[config.mk]
export PLATFORM = sky130hd
export DESIGN_NAME = branch_predictor_pht
export DESIGN_NICKNAME = d
export VERILOG_FILES = /design/src/rtl/branch_predictor_pht_pkg.sv /design/src/rtl/branch_predictor_pht_stat.sv /design/src/rtl/branch_predictor_pht.sv
export SDC_FILE = /design/constraint.sdc
export NUM_CORES = 1
export LEC_CHECK = 0
export ABC_CLOCK_PERIOD_IN_PS = 3820
export CAP_MARGIN = 0
export CORE_ASPECT_RATIO = 0.5
export CORE_MARGIN = 5
export CORE_UTILIZATION = 60
export DETAILED_ROUTE_END_ITERATION = 10
export PLACE_DENSITY = 0.87
export SLEW_MARGIN = 20
export SYNTH_ARGS = -nofsm -noshare
export SYNTH_HDL_FRONTEND = slang
export SYNTH_SLANG_ARGS = --single-unit
[constraint.sdc]
create_clock -name clk -period 3.82 [get_ports clk]
set_input_delay 0.382 -clock clk [delete_from_list [all_inputs] [get_ports clk]]
set_output_delay 0.382 -clock clk [all_outputs]
set_load 0.03 [all_outputs]
[src/rtl/branch_predictor_pht_pkg.sv]
// Shared definitions for the PHT branch predictor: 2-bit counter states,
// branch opcode and the saturating counter transition function.
package bp_pkg;

    localparam logic [1:0] SNT = 2'b00;
    localparam logic [1:0] WNT = 2'b01;
    localparam logic [1:0] WT  = 2'b10;
    localparam logic [1:0] ST  = 2'b11;

    // Weakly-not-taken start lets a single taken outcome flip the prediction.
    localparam logic [1:0] PHT_RST_VAL = WNT;

    localparam logic [4:0] OPC_BRANCH = 5'b11000;

    function automatic logic [1:0] sat_update(input logic [1:0] state, input logic taken);
        logic [1:0] nxt;
        nxt = state;
        if (taken) begin
            if (state != ST) begin
                nxt = state + 2'd1;
            end
        end else begin
            if (state != SNT) begin
                nxt = state - 2'd1;
            end
        end
        return nxt;
    endfunction

endpackage

[src/rtl/branch_predictor_pht_stat.sv]
// Saturating event counter; sticks at all-ones instead of wrapping.
// Registered, one-cycle update latency; no backpressure.
module bp_sat_stat_counter #(
    parameter int STAT_W = 32
) (
    input  logic              clk,
    input  logic              rst,
    input  logic              inc_i,
    output logic [STAT_W-1:0] count_o
);

    logic [STAT_W-1:0] cnt_q;
    logic [STAT_W-1:0] cnt_d;

    always_comb begin
        cnt_d = cnt_q;
        if (inc_i && (cnt_q != {STAT_W{1'b1}})) begin
            cnt_d = cnt_q + STAT_W'(1);
        end
    end

    always_ff @(posedge clk) begin
        if (!rst) begin
            cnt_q <= '0;
        end else begin
            cnt_q <= cnt_d;
        end
    end

    assign count_o = cnt_q;

endmodule

[src/rtl/branch_predictor_pht.sv]
// Pattern history table of 2-bit counters with optional gshare indexing.
// Prediction and next-PC are combinational; table, history and stats update at the clock edge.
module branch_predictor_pht
    import bp_pkg::*;
#(
    parameter int XLEN   = 32,
    parameter int IDX_W  = 6,
    parameter int GHR_W  = 6,
    parameter int MODE   = 0,
    parameter int STAT_W = 32
) (
    input  logic              clk,
    input  logic              rst,
    input  logic [XLEN-1:0]   pc,
    input  logic [31:0]       inst,
    output logic              predict,
    output logic [IDX_W-1:0]  pred_idx,
    output logic [XLEN-1:0]   next_pc,
    input  logic              upd_valid,
    input  logic [IDX_W-1:0]  upd_idx,
    input  logic              upd_taken,
    input  logic              upd_mispredict,
    output logic [STAT_W-1:0] stat_branches,
    output logic [STAT_W-1:0] stat_mispredicts
);

    localparam int DEPTH = 1 << IDX_W;

    logic [1:0]       pht_q [DEPTH];
    logic [1:0]       pht_d [DEPTH];
    logic [GHR_W-1:0] ghr_q;
    logic [GHR_W-1:0] ghr_d;

    logic             is_b;
    logic [IDX_W-1:0] pc_idx;
    logic [12:0]      imm13;
    logic [XLEN-1:0]  imm_b;
    logic             unused_inst_bits;

    assign is_b   = (inst[6:2] == OPC_BRANCH);
    assign pc_idx = pc[IDX_W+1:2];

    generate
        if (MODE == 1) begin : g_gshare
            assign pred_idx = pc_idx ^ IDX_W'(ghr_q);
        end else begin : g_bimodal
            assign pred_idx = pc_idx;
        end
    endgenerate

    assign imm13 = {inst[31], inst[7], inst[30:25], inst[11:8], 1'b0};
    assign imm_b = {{(XLEN-13){imm13[12]}}, imm13};

    // Reads the registered table: an update this cycle is only seen next cycle.
    assign predict = is_b & pht_q[pred_idx][1];
    assign next_pc = predict ? (pc + imm_b) : (pc + XLEN'(4));

    assign unused_inst_bits = ^{inst[24:12], inst[1:0]};

    always_comb begin
        pht_d = pht_q;
        if (upd_valid) begin
            pht_d[upd_idx] = sat_update(pht_q[upd_idx], upd_taken);
        end
    end

    generate
        if (GHR_W == 1) begin : g_ghr_one
            assign ghr_d = upd_valid ? upd_taken : ghr_q;
        end else begin : g_ghr_shift
            assign ghr_d = upd_valid ? {ghr_q[GHR_W-2:0], upd_taken} : ghr_q;
        end
    endgenerate

    always_ff @(posedge clk) begin
        if (!rst) begin
            for (int i = 0; i < DEPTH; i++) begin
                pht_q[i] <= PHT_RST_VAL;
            end
            ghr_q <= '0;
        end else begin
            pht_q <= pht_d;
            ghr_q <= ghr_d;
        end
    end

    bp_sat_stat_counter #(.STAT_W(STAT_W)) u_stat_br (
        .clk     (clk),
        .rst     (rst),
        .inc_i   (upd_valid),
        .count_o (stat_branches)
    );

    bp_sat_stat_counter #(.STAT_W(STAT_W)) u_stat_mis (
        .clk     (clk),
        .rst     (rst),
        .inc_i   (upd_valid & upd_mispredict),
        .count_o (stat_mispredicts)
    );

endmodule

# Word level (Yosys, flattened, before mapping)
# Cells that the tools add are included.
dict set report classes {
  reduce_logical 4
  n_eq_ne 4
  order_cmp 3
  bitwise 4
  addsub 6
  mux 14
}
# operator count
set ops {}
lappend ops {{128-bit bitwise mux} 1}
lappend ops {{32-bit by 1-bit adder with 32-bit output (second input constant)} 2}
lappend ops {{32-bit != test (second input constant)} 2}
lappend ops {{32-bit by 3-bit adder with 32-bit output (second input constant)} 1}
lappend ops {{32-bit adder} 1}
lappend ops {{32-bit 2-to-1 mux} 1}
lappend ops {{2-bit binary-select mux with 6-bit select} 2}
lappend ops {{2-bit 2-to-1 mux} 9}
lappend ops {{7-bit >= comparator (second input constant)} 2}
lappend ops {{6-bit NOT with 7-bit output} 2}
lappend ops {{2-bit demux with 6-bit select} 1}
lappend ops {{7-bit by 1-bit < comparator with 1-bit output (second input constant)} 1}
lappend ops {{5-bit equality test (second input constant)} 1}
lappend ops {{1-bit logical AND} 3}
lappend ops {{2-bit by 1-bit adder with 2-bit output (second input constant)} 1}
lappend ops {{1-bit bitwise AND} 2}
lappend ops {{2-bit != test (second input constant)} 1}
lappend ops {{2-bit nonzero test} 1}
lappend ops {{2-bit by 1-bit subtractor with 2-bit output (second input constant)} 1}
dict set report totals {
  ff_bits 192
  in_bits 75
  output_inout_bits 103
  wordCells 101
}

# Logic depth before layout (Yosys ltp)
# Gate-level depths: netlist of the first run.
dict set report logic_depth {
  word_depth 9
  mapped_depth 13
  mapped_depth_nobuf 11
}

# By module
# A second synthesis of the first run with hierarchy kept.
dict set report hier_totals {
  hier_cells 1500
  area_unflattened_um2 12509.5
}
# mod area_each_um2 cells_each seq_area_each_um2 instances
set modules_own_cells {}
lappend modules_own_cells {branch_predictor_pht 9101.2 1100 2562.5 1}
lappend modules_own_cells {bp_sat_stat_counter 1704.1 200 640.6 2}

# Worst setup path before layout of the first run
# Ideal clock, no wire load.
dict set report synth_timing {
  path_kind {input-to-output}
  from {in pc[2]}
  to {out next_pc[15]}
  arrival_ps 2984
  n_path_buf 2
  path_stages 12
  slack_ps 454
  t_required_ps 3438
  path_cell_list {buf_6 -> buf_8 -> inv_1 -> fa_1 -> nand2b_1 -> a21oi_1 -> o21ai_0 -> a21o_1 -> a21oi_1 -> o21ai_0 -> nor4b_2 -> a211oi_1}
}
dict set report synth_between {
  elab_chain_len 6
  word_cells_on_any_way 8
  cone_classes {2 x add/sub; 4 x mux; 2 x bitwise}
}
# item line
set synth_rtl {}
lappend synth_rtl {{from (decl)} branch_predictor_pht.sv:14} ;# input logic [XLEN-1:0] pc,
lappend synth_rtl {{6-bit NOT with 7-bit output (not written as such)} branch_predictor_pht.sv:55} ;# assign predict = is_b & pht_q[pred_idx][1];
lappend synth_rtl {{2-bit binary-select mux with 6-bit select} branch_predictor_pht.sv:55}
lappend synth_rtl {{2-bit 2-to-1 mux (not written as such) (2 in a row)} branch_predictor_pht.sv:55}
lappend synth_rtl {{1-bit bitwise AND} branch_predictor_pht.sv:55}
lappend synth_rtl {{32-bit 2-to-1 mux *} branch_predictor_pht.sv:56} ;# assign next_pc = predict ? (pc + imm_b) : (pc + XLEN'(4));
lappend synth_rtl {{to (decl)} branch_predictor_pht.sv:18} ;# output logic [XLEN-1:0] next_pc,
# Every way passes the cells marked *; elsewhere a longest branch is shown, timed or not. The select of a mux whose other input is x is not followed.

# Final worst setup path of the first run
dict set report layout_timing {
  from {in pc[3]}
  to {out next_pc[31]}
}
# Same word-level chain as after synthesis.

==> implementation parameters, run 1 <==
Parameter                              Value

Placed design
  Instance count after placement with tap cells included ... 1,802
  Global placement routability congestion ... 0.911
  Total of buffers placed on input and output ports ... 160
  Dpl hpwl ... 24,700 um

Yosys
  Number of distinct library cells after synthesis ... 67
  Leading cell types by total area after synthesis ... dfxtp_1 32%, mux4_2 7.2%, xnor2_1 5.9%
  Number of synthesized register bits ... 192
  Syn. warnings ... 0
  Synth top area share ... 32.2%
  Combinational family with the most area after synthesis ... simple AND/OR/NAND/NOR gates
  Mux share of post-synthesis cell area ... 11.2%
  Most common cell in the synthesized netlist ... dfxtp_1
  Share of async-settable or async-resettable flops after synthesis ... 0%
  Synthesized area per cell ... 8.41 um2
  Top post-synthesis cells by count ... 192 x dfxtp_1, 148 x nand2_1, 130 x nor2_1
  Area share of and/or/nand/nor cells after synthesis ... 26.3%
  Synthesized cell area ... 0.0120 mm2
  Cell type with the largest total area after synthesis ... dfxtp_1
  Synth Area in XOR/XNOR ... 8.06%
  Number of synthesized flops with an enable pin ... 0
  Fraction of the yosys area taken by sequential cells ... 32.2%
  Flip-flop cell with the highest count after synthesis ... dfxtp_1
  Mapped Cells ... 1,421
  Post-synth net total ... 1,530
  Post-synthesis compound-gate area fraction ... 13.8%
  Synth Area in Adders ... 3.74%

GRT
  Vias in the first global route ... 11.0k
  Aggregate global-route resource usage ... 29.2%
  Global-route congestion overflow total ... 0
  First-pass GRT wire length ... 55,200 um
  Largest net degree at the start of global routing ... 87
  Initial antenna violation count ... 0

Setup path
  Cell with the most instances on the worst path ... buf_4
  Arrival @ worst endpoint ... 3.37 ns
  Required time worst endpoint ... 3.44 ns
  Ordered cell list for the critical path ... clkdlybuf4s50_1 -> buf_12 -> mux4_2 -> mux4_2 -> a21oi_1 -> buf_4 -> a211oi_4 -> buf_4 -> buf_4 -> a21oi_1 -> xnor2_1 -> buf_4
  Slowest cell on the critical path ... mux4_2
  CP Launch Type ... input port
  Top cell family by delay on the critical path ... buffers and inverters
  Critical Setup Path Class ... input port to primary output
  Biggest fanout along the worst timing path ... 16
  Critical Path Sink Type ... primary output
  Number of buffer and inverter instances along the worst setup path ... 6
  Largest stage delay on the critical path ... 0.53 ns

Floorplan
  Top-Level Pins ... 178
  Die width ... 210 um
  Total die area ... 0.0230 mm2
  Core Footprint ... 0.0195 mm2
  Initial Util ... 61.3%
  Std cell rows ... 36
  Die Height ... 110 um

Clocking
  Number of buffers created by CTS ... 17
  Root buffer cell ... clkbuf_16
  Number of H-tree levels ... 4
  Clock latency on the worst-skew pair ... 0.45 ns
  Number of sinks driven by the clock tree ... 192
  Clock tree buffer depth ... 2
  CTS tree ... done
  Post-CTS clock slew at the launch and capture registers of the worst setup and hold paths ... 0.07 ns

Timing
  Fmax ... 266 MHz
  Final-report hold violation count ... 0
  Setup clock skew after layout ... 0.0158 ns
  Worst slew pin tran ... 0.822 ns
  Pins over their slew limit ... 0
  Period utilization ... 98.3%
  Total setup violations reported at the end of the flow ... 0
  Max-slew headroom at the worst pin ... 45.0%
  Period minus WS final ... 3.76 ns
  Fin Hold WS ... 0.455 ns

Final layout
  Net count, final ... 1,668
  Post-route insts no fill ... 1,838
  Ant diodes ... 0
  Proportion of layout cells with a drive suffix above 1 ... 11.3%
  Synth-to-Final Area Change ... 20.1%
  Final Util ... 73.6%

Flow run
  Maximum capacitance violations ... 0

Detailed routing
  Avg Vias per Cell ... 6.24
  Post-route DRC ... 0
  Overall routed net length ... 34,400 um
  Routed Antenna Nets ... 0
  Via count ... 11.5k
  Number of DRC violations after detailed-routing iteration 0 ... 1,186
  First-pass iteration count of the detailed router ... 6
  Average wire per standard cell ... 18.7 um

Power
  Sequential power share ... 44.0%
  Switching power as a share of total power ... 29.9%
  Switching power ... 0.00137 W
  Internal Pwr Total ... 0.00321 W
  Leakage power total ... 5.23 nW
  Power Dens Cells ... 319 mW/mm2
  Combinational share of power ... 17.8%
  Maximum resistive drop on vdd ... 0.405 mV
  Overall power ... 0.00459 W
  Clock power frac ... 38.1%

Worst hold path
  Worst hold path class ... input port to flop

Outcome
  Result of the run ... finished clean
[cells in the final DEF, fill, tap and decap left out, drive strengths merged, types with 38 or more instances in the layout]
cell           netlist  final
a21oi              116    116
and2                64     64
buf                 50     77
clkdlybuf4s50        0    125
dfxtp              192    192
mux2i               46     46
mux4                38     38
nand2              148    148
nand3               87     87
nor2               130    130
nor3b               66     66
o21ai               82     82
xnor2               81     81
[flip-flops by register name (all words and copies together) (netlist names)]
register / cells
u_stat_mis.count_o: 32
pht_q: 128
u_stat_br.count_o: 32
[metrics by stage]
stage | TNS, ns | setup WS, ns | area [um2]
floorplan | 0 | 0.454 | 12000
global placement | 0 | 0.00761 | 13700
detailed placement | -0.00555 | -0.00555 | 13700
CTS | 0 | 0.000555 | 14300
global route | -0.0318 | -0.0316 | 14400
finish | 0 | 0.0640 | 14400
[path summary, 6_finish.rpt]
path                    from     endpoint  slack [ns]  cells past startpoint
setup / recovery       pc[3]  next_pc[31]        0.06                     12
hold / removal           rst    pht_q[41]        0.46                      3
setup reg to reg   pht_q[27]    pht_q[57]        0.91                      7
hold reg to reg   pht_q[125]   pht_q[125]        0.48                      2
[worst register-to-register path, delay by kind of cell (launching register included)]
kind / cells / cell delay (ns)
flip-flops: 1 / 0.37
AO/OA/AOI/OAI: 2 / 0.40
multiplexers: 2 / 0.82
AND/OR/NAND/NOR: 2 / 0.82
adder cells (fa/ha/maj): 1 / 0.38
[final cells by class]
cell class	count	area, um2
Clock buffer	17	425
Tap cell	266	333
Timing Repair Buffer	205	1930
Fill cell	1376	5150
Sequential cell	192	3840
Multi-Input combinational cell	1121	7590
Inverter	22	82.6
Clock inverter	15	150
[layer usage]
layer  up-vias  track usage, %  wire [um]
li1       5359               -          -
met1      5411            36.4      13900
met2       604            50.7      16300
met3       101            6.98       3410
met4         0            9.40        780
met5         -               0          0
[power groups by stage]
stage / Sequential [W] / Clock [W] / Combinational (W)
final: 0.00202 / 0.00175 / 0.000817
after global routing: 0.00202 / 0.00184 / 0.000878
after CTS: 0.00202 / 0.00175 / 0.000790
after detailed placement: 0.00207 / 0 / 0.000786
after global placement: 0.00206 / 0 / 0.000765
after floorplan: 0.00207 / 0 / 0.000521
[kinds of logic (layout without fill, tap and decap cells)]
group,Yosys count,count (layout)
muxes,86,86
xor gates and xnor gates,110,110
and+or+nand+nor,607,607
AOI/OAI and AO/OA,283,283
adders and majority gates,35,35
DFF,192,192
buffers and inverters,108,259
[what timing repair did]
action,in CTS,in global routing
pin swaps,1,1
gates cloned,0,0
resized for setup,0,16
setup buffers,0,4
hold buffers,0,0
setup endpoints to repair,1,18
No activity file was read; power rests on OpenSTA's default activity.
==> inputs of run 2 (changes only) <==
--- a/config.mk
+++ b/config.mk
@@ -5,13 +5,14 @@
 export SDC_FILE = /design/constraint.sdc
 export NUM_CORES = 1
 export LEC_CHECK = 0
+export ABC_AREA = 1
 export ABC_CLOCK_PERIOD_IN_PS = 3820
 export CAP_MARGIN = 0
 export CORE_ASPECT_RATIO = 0.5
 export CORE_MARGIN = 5
-export CORE_UTILIZATION = 60
+export CORE_UTILIZATION = 61
 export DETAILED_ROUTE_END_ITERATION = 10
-export PLACE_DENSITY = 0.87
+export PLACE_DENSITY = 0.95
 export SLEW_MARGIN = 20
 export SYNTH_ARGS = -nofsm -noshare
 export SYNTH_HDL_FRONTEND = slang
==> run 2 against run 1 <==
Compared with the run above: sequential power barely moved; critical path depth up 2; die area up 10%; clock-buffer cell count did not move; highest routed layer unchanged; routed wire length up 25%; largest power group unchanged.
==> implementation parameters, run 2 <==
Parameter                              Value

Yosys
  Number of distinct library cells after synthesis ... 40 (-40%)
  Post-synth net total ... 2,397 (+57%)
  Top post-synthesis cells by count ... 731 x nand2_1, 286 x nor2_1, 267 x inv_1
  Number of synthesized register bits ... 192 (unchanged)
  Most common cell in the synthesized netlist ... nand2_1
  Mapped Cells ... 2,288 (+61%)
  Synth top area share ... 28.5% (-3.6 points)
  Synthesized cell area ... 0.0135 mm2 (+13%)
  Cell type with the largest total area after synthesis ... dfxtp_1
  Syn. warnings ... 0 (unchanged)
  Fraction of the yosys area taken by sequential cells ... 28.5% (-3.6 points)
  Flip-flop cell with the highest count after synthesis ... dfxtp_1
  Share of async-settable or async-resettable flops after synthesis ... 0% (unchanged)
  Synthesized area per cell ... 5.89 um2 (-30%)
  Number of synthesized flops with an enable pin ... 0 (unchanged)
  Leading cell types by total area after synthesis ... dfxtp_1 29%, nand2_1 20%, nor2_1 8.0%

Clocking
  Root buffer cell ... clkbuf_16
  Number of buffers created by CTS ... 17 (unchanged)
  Postcts setup bufs ... 0 (unchanged)
  CTS tree ... done
  Clock tree buffer depth ... 2 (unchanged)
  Number of H-tree levels ... 4 (unchanged)
  Clock latency on the worst-skew pair ... 0.47 ns (+0.02 ns)
  Post-CTS clock slew at the launch and capture registers of the worst setup and hold paths ... 0.07 ns (about the same)
  Number of sinks driven by the clock tree ... 192 (unchanged)
  Hold Buf Count CTS ... 0 (unchanged)
  Resized cells post-CTS ... 0 (unchanged)

Floorplan
  Die Height ... 115 um (+4.8%)
  Core Footprint ... 0.0217 mm2 (+11%)
  Std cell rows ... 38 (+5.6%)
  Top-Level Pins ... 178 (unchanged)
  Initial Util ... 62.1% (+0.86 points)
  Total die area ... 0.0253 mm2 (+10%)
  Die width ... 220 um (+5.0%)

Setup path
  Critical Setup Path Class ... input port to primary output
  Ordered cell list for the critical path ... clkdlybuf4s50_1 -> buf_4 -> inv_2 -> a21oi_1 -> o21ai_1 -> nand3_1 -> nand3_1 -> nand2_1 -> nand3_1 -> nand2_1 -> buf_4 -> nand3_1 -> nand2_1 -> buf_4
  Required time worst endpoint ... 3.44 ns (about the same)
  Cell with the most instances on the worst path ... nand3_1
  Largest stage delay on the critical path ... 0.62 ns (+0.09 ns)
  Slowest cell on the critical path ... clkdlybuf4s50_1
  CP Launch Type ... input port
  Biggest fanout along the worst timing path ... 31 (+15)
  Critical Path Sink Type ... primary output
  Number of buffer and inverter instances along the worst setup path ... 5 (-1)
  Top cell family by delay on the critical path ... buffers and inverters
  Arrival @ worst endpoint ... 3.09 ns (-0.28 ns)

GRT
  Initial antenna violation count ... 2 (+2)
  Aggregate global-route resource usage ... 33.8% (+4.6 points)
  Largest net degree at the start of global routing ... 103 (+18%)
  Global-route congestion overflow total ... 0 (unchanged)
  Vias in the first global route ... 14.4k (+31%)
  First-pass GRT wire length ... 70,000 um (+27%)

Timing
  RSZ-0062 raised after global routing ... false
  Total setup violations reported at the end of the flow ... 0 (unchanged)
  Minimum setup slack in the final design ... 0.353 ns (+0.289 ns)
  Worst slew pin tran ... 0.980 ns (+0.158 ns)
  Pins over their slew limit ... 0 (unchanged)
  Period utilization ... 90.8% (-7.6 points)
  Setup clock skew after layout ... 0.0119 ns (-0.00394 ns)
  Post-Route Setup TNS ... 0 ns (unchanged)
  Final-report hold violation count ... 0 (unchanged)
  Period minus WS final ... 3.47 ns (-0.289 ns)
  Max-slew headroom at the worst pin ... 34.7% (-10 points)
  Fmax ... 288 MHz (+8.3%)

Placed design
  Global placement routability congestion ... 0.990 (+8.7%)
  Dpl hpwl ... 30,000 um (+22%)
  Worst setup timing slack at the placement stage ... 0.435 ns (+0.440 ns)
  Total of buffers placed on input and output ports ... 160 (unchanged)

Final layout
  Proportion of layout cells with a drive suffix above 1 ... 5.10% (-6.2 points)
  Max reg flops ... 128 (unchanged)
  Leading cell type in the layout, fill and taps excluded ... nand2_1
  Register area ... 0.00384 mm2 (unchanged)
  Net count, final ... 2,526 (+51%)
  Filler cells ... 1,800 (+31%)
  Top reg by flops ... pht_q
  Commonest non-fill, non-tap cells in the layout ... 731 x nand2_1, 286 x nor2_1, 267 x inv_1, 195 x a21oi_1, 192 x dfxtp_1
  Area of the multi-input gates ... 0.00811 mm2 (+6.8%)
  Synth-to-Final Area Change ... 17.2%

Detailed routing
  Overall routed net length ... 43,100 um (+25%)
  Average wire per standard cell ... 15.8 um (-16%)
  Via count ... 15.5k (+35%)
  Routed Antenna Nets ... 0 (unchanged)
  Post-route DRC ... 0 (unchanged)
  First-pass iteration count of the detailed router ... 6 (unchanged)
  Avg Vias per Cell ... 5.67 (-9.2%)
  Number of DRC violations after detailed-routing iteration 0 ... 1,990 (+68%)

Power
  Leakage power total ... 7.00 nW (+34%)
  Sequential power share ... 41.2% (-2.8 points)
  Switching power as a share of total power ... 33.8% (+3.9 points)
  Maximum resistive drop on vdd ... 0.273 mV (-33%)
  Power Dens Cells ... 311 mW/mm2 (-2.8%)
  Clock power frac ... 37.8% (-0.3 points)
  Internal Pwr Total ... 0.00325 W (+0.98%)
  Switching power ... 0.00166 W (+21%)
  Combinational share of power ... 21.0% (+3.2 points)
  Overall power ... 0.00491 W (+7.0%)

Worst hold path
  Worst hold path class ... input port to flop

Outcome
  Result of the run ... finished clean

Flow run
  Maximum capacitance violations ... 0 (unchanged)
-- run 2: cell count changes in the layout (fill, tap and decap cells not counted), moves of 39 or more --
cell     change
nor2_1     +156
nand3_1     +39
o21ai_0     +83
nor3_1      +45
a21oi_1     +84
mux2i_1     -46
inv_1      +247
xnor2_1     -64
and2_1      -63
nand2_1    +583
nor3b_1     -61
-- run 2: area by class of cell --
class,count,share of cell area (%)
Multi-Input combinational cell,1736,51.3
Sequential cell,192,24.3
Timing Repair Buffer,195,11.5
Inverter,275,6.54
Clock buffer,17,2.69
Tap cell,300,2.38
Clock inverter,15,1.16
Antenna cell,2,0.0317
-- run 2: power groups by stage --
stage                     Sequential, W  Clock [W]  Combinational [W]
final                           0.00202    0.00185            0.00103
after detailed placement        0.00207          0            0.00100
after global routing            0.00202    0.00194            0.00112
after floorplan                 0.00207          0           0.000687
after CTS                       0.00202    0.00185            0.00101
after global placement          0.00207          0           0.000987
-- run 2: worst reg2reg max path, stage by stage, from the launching register on --
cell and delay, ns:
dfxtp_1 0.40, ha_1 0.19, nand2_1 0.12, nor3_1 0.41
nand2_1 0.18, nor2_1 0.12, nand2_1 0.07, nand2_1 0.08
buf_4 0.25, nor2_1 0.13, nand2_1 0.13, o21ai_0 0.11
a21oi_1 0.22
-- run 2: worst paths after layout --
path	startpoint	end	slack, ns	depth (start not counted)
worst max-delay path	pc[3]	next_pc[25]	0.35	14
worst min-delay path	rst	u_stat_br.count_o[19]	0.41	3
worst max register to register	u_stat_mis.count_o[0]	u_stat_mis.count_o[15]	1.31	12
worst min register to register	pht_q[102]	pht_q[102]	0.47	2
-- run 2: kinds of logic after synthesis --
| family | Yosys count | share of synthesized area [%] |
|---|---|---|
| adders and majority gates | 34 | 3.21 |
| buffers and inverters | 360 | 11.4 |
| xor gates and xnor gates | 63 | 4.10 |
| DFF | 192 | 28.5 |
| and+or+nand+nor | 1261 | 38.3 |
| AOI/OAI and AO/OA | 378 | 14.5 |
-- run 2: routing by layer --
metal,up-vias,GRT usage [%],wire (um)
met4,0,15.8,1920
li1,7555,-,-
met1,6914,42.4,17200
met2,853,55.8,19900
met3,167,7.58,4090
met5,-,0,0
-- run 2: per-stage QoR --
stage	instance area (um2)	cells	hold slack (ns)	util [%]
floorplan	13500	2288	0.440	-
global placement	15200	2698	0.448	70.0
detailed placement	15200	2698	0.453	70.0
CTS	15800	2730	0.413	72.8
global route	15800	2732	0.461	72.8
finish	15800	2732	0.415	72.8
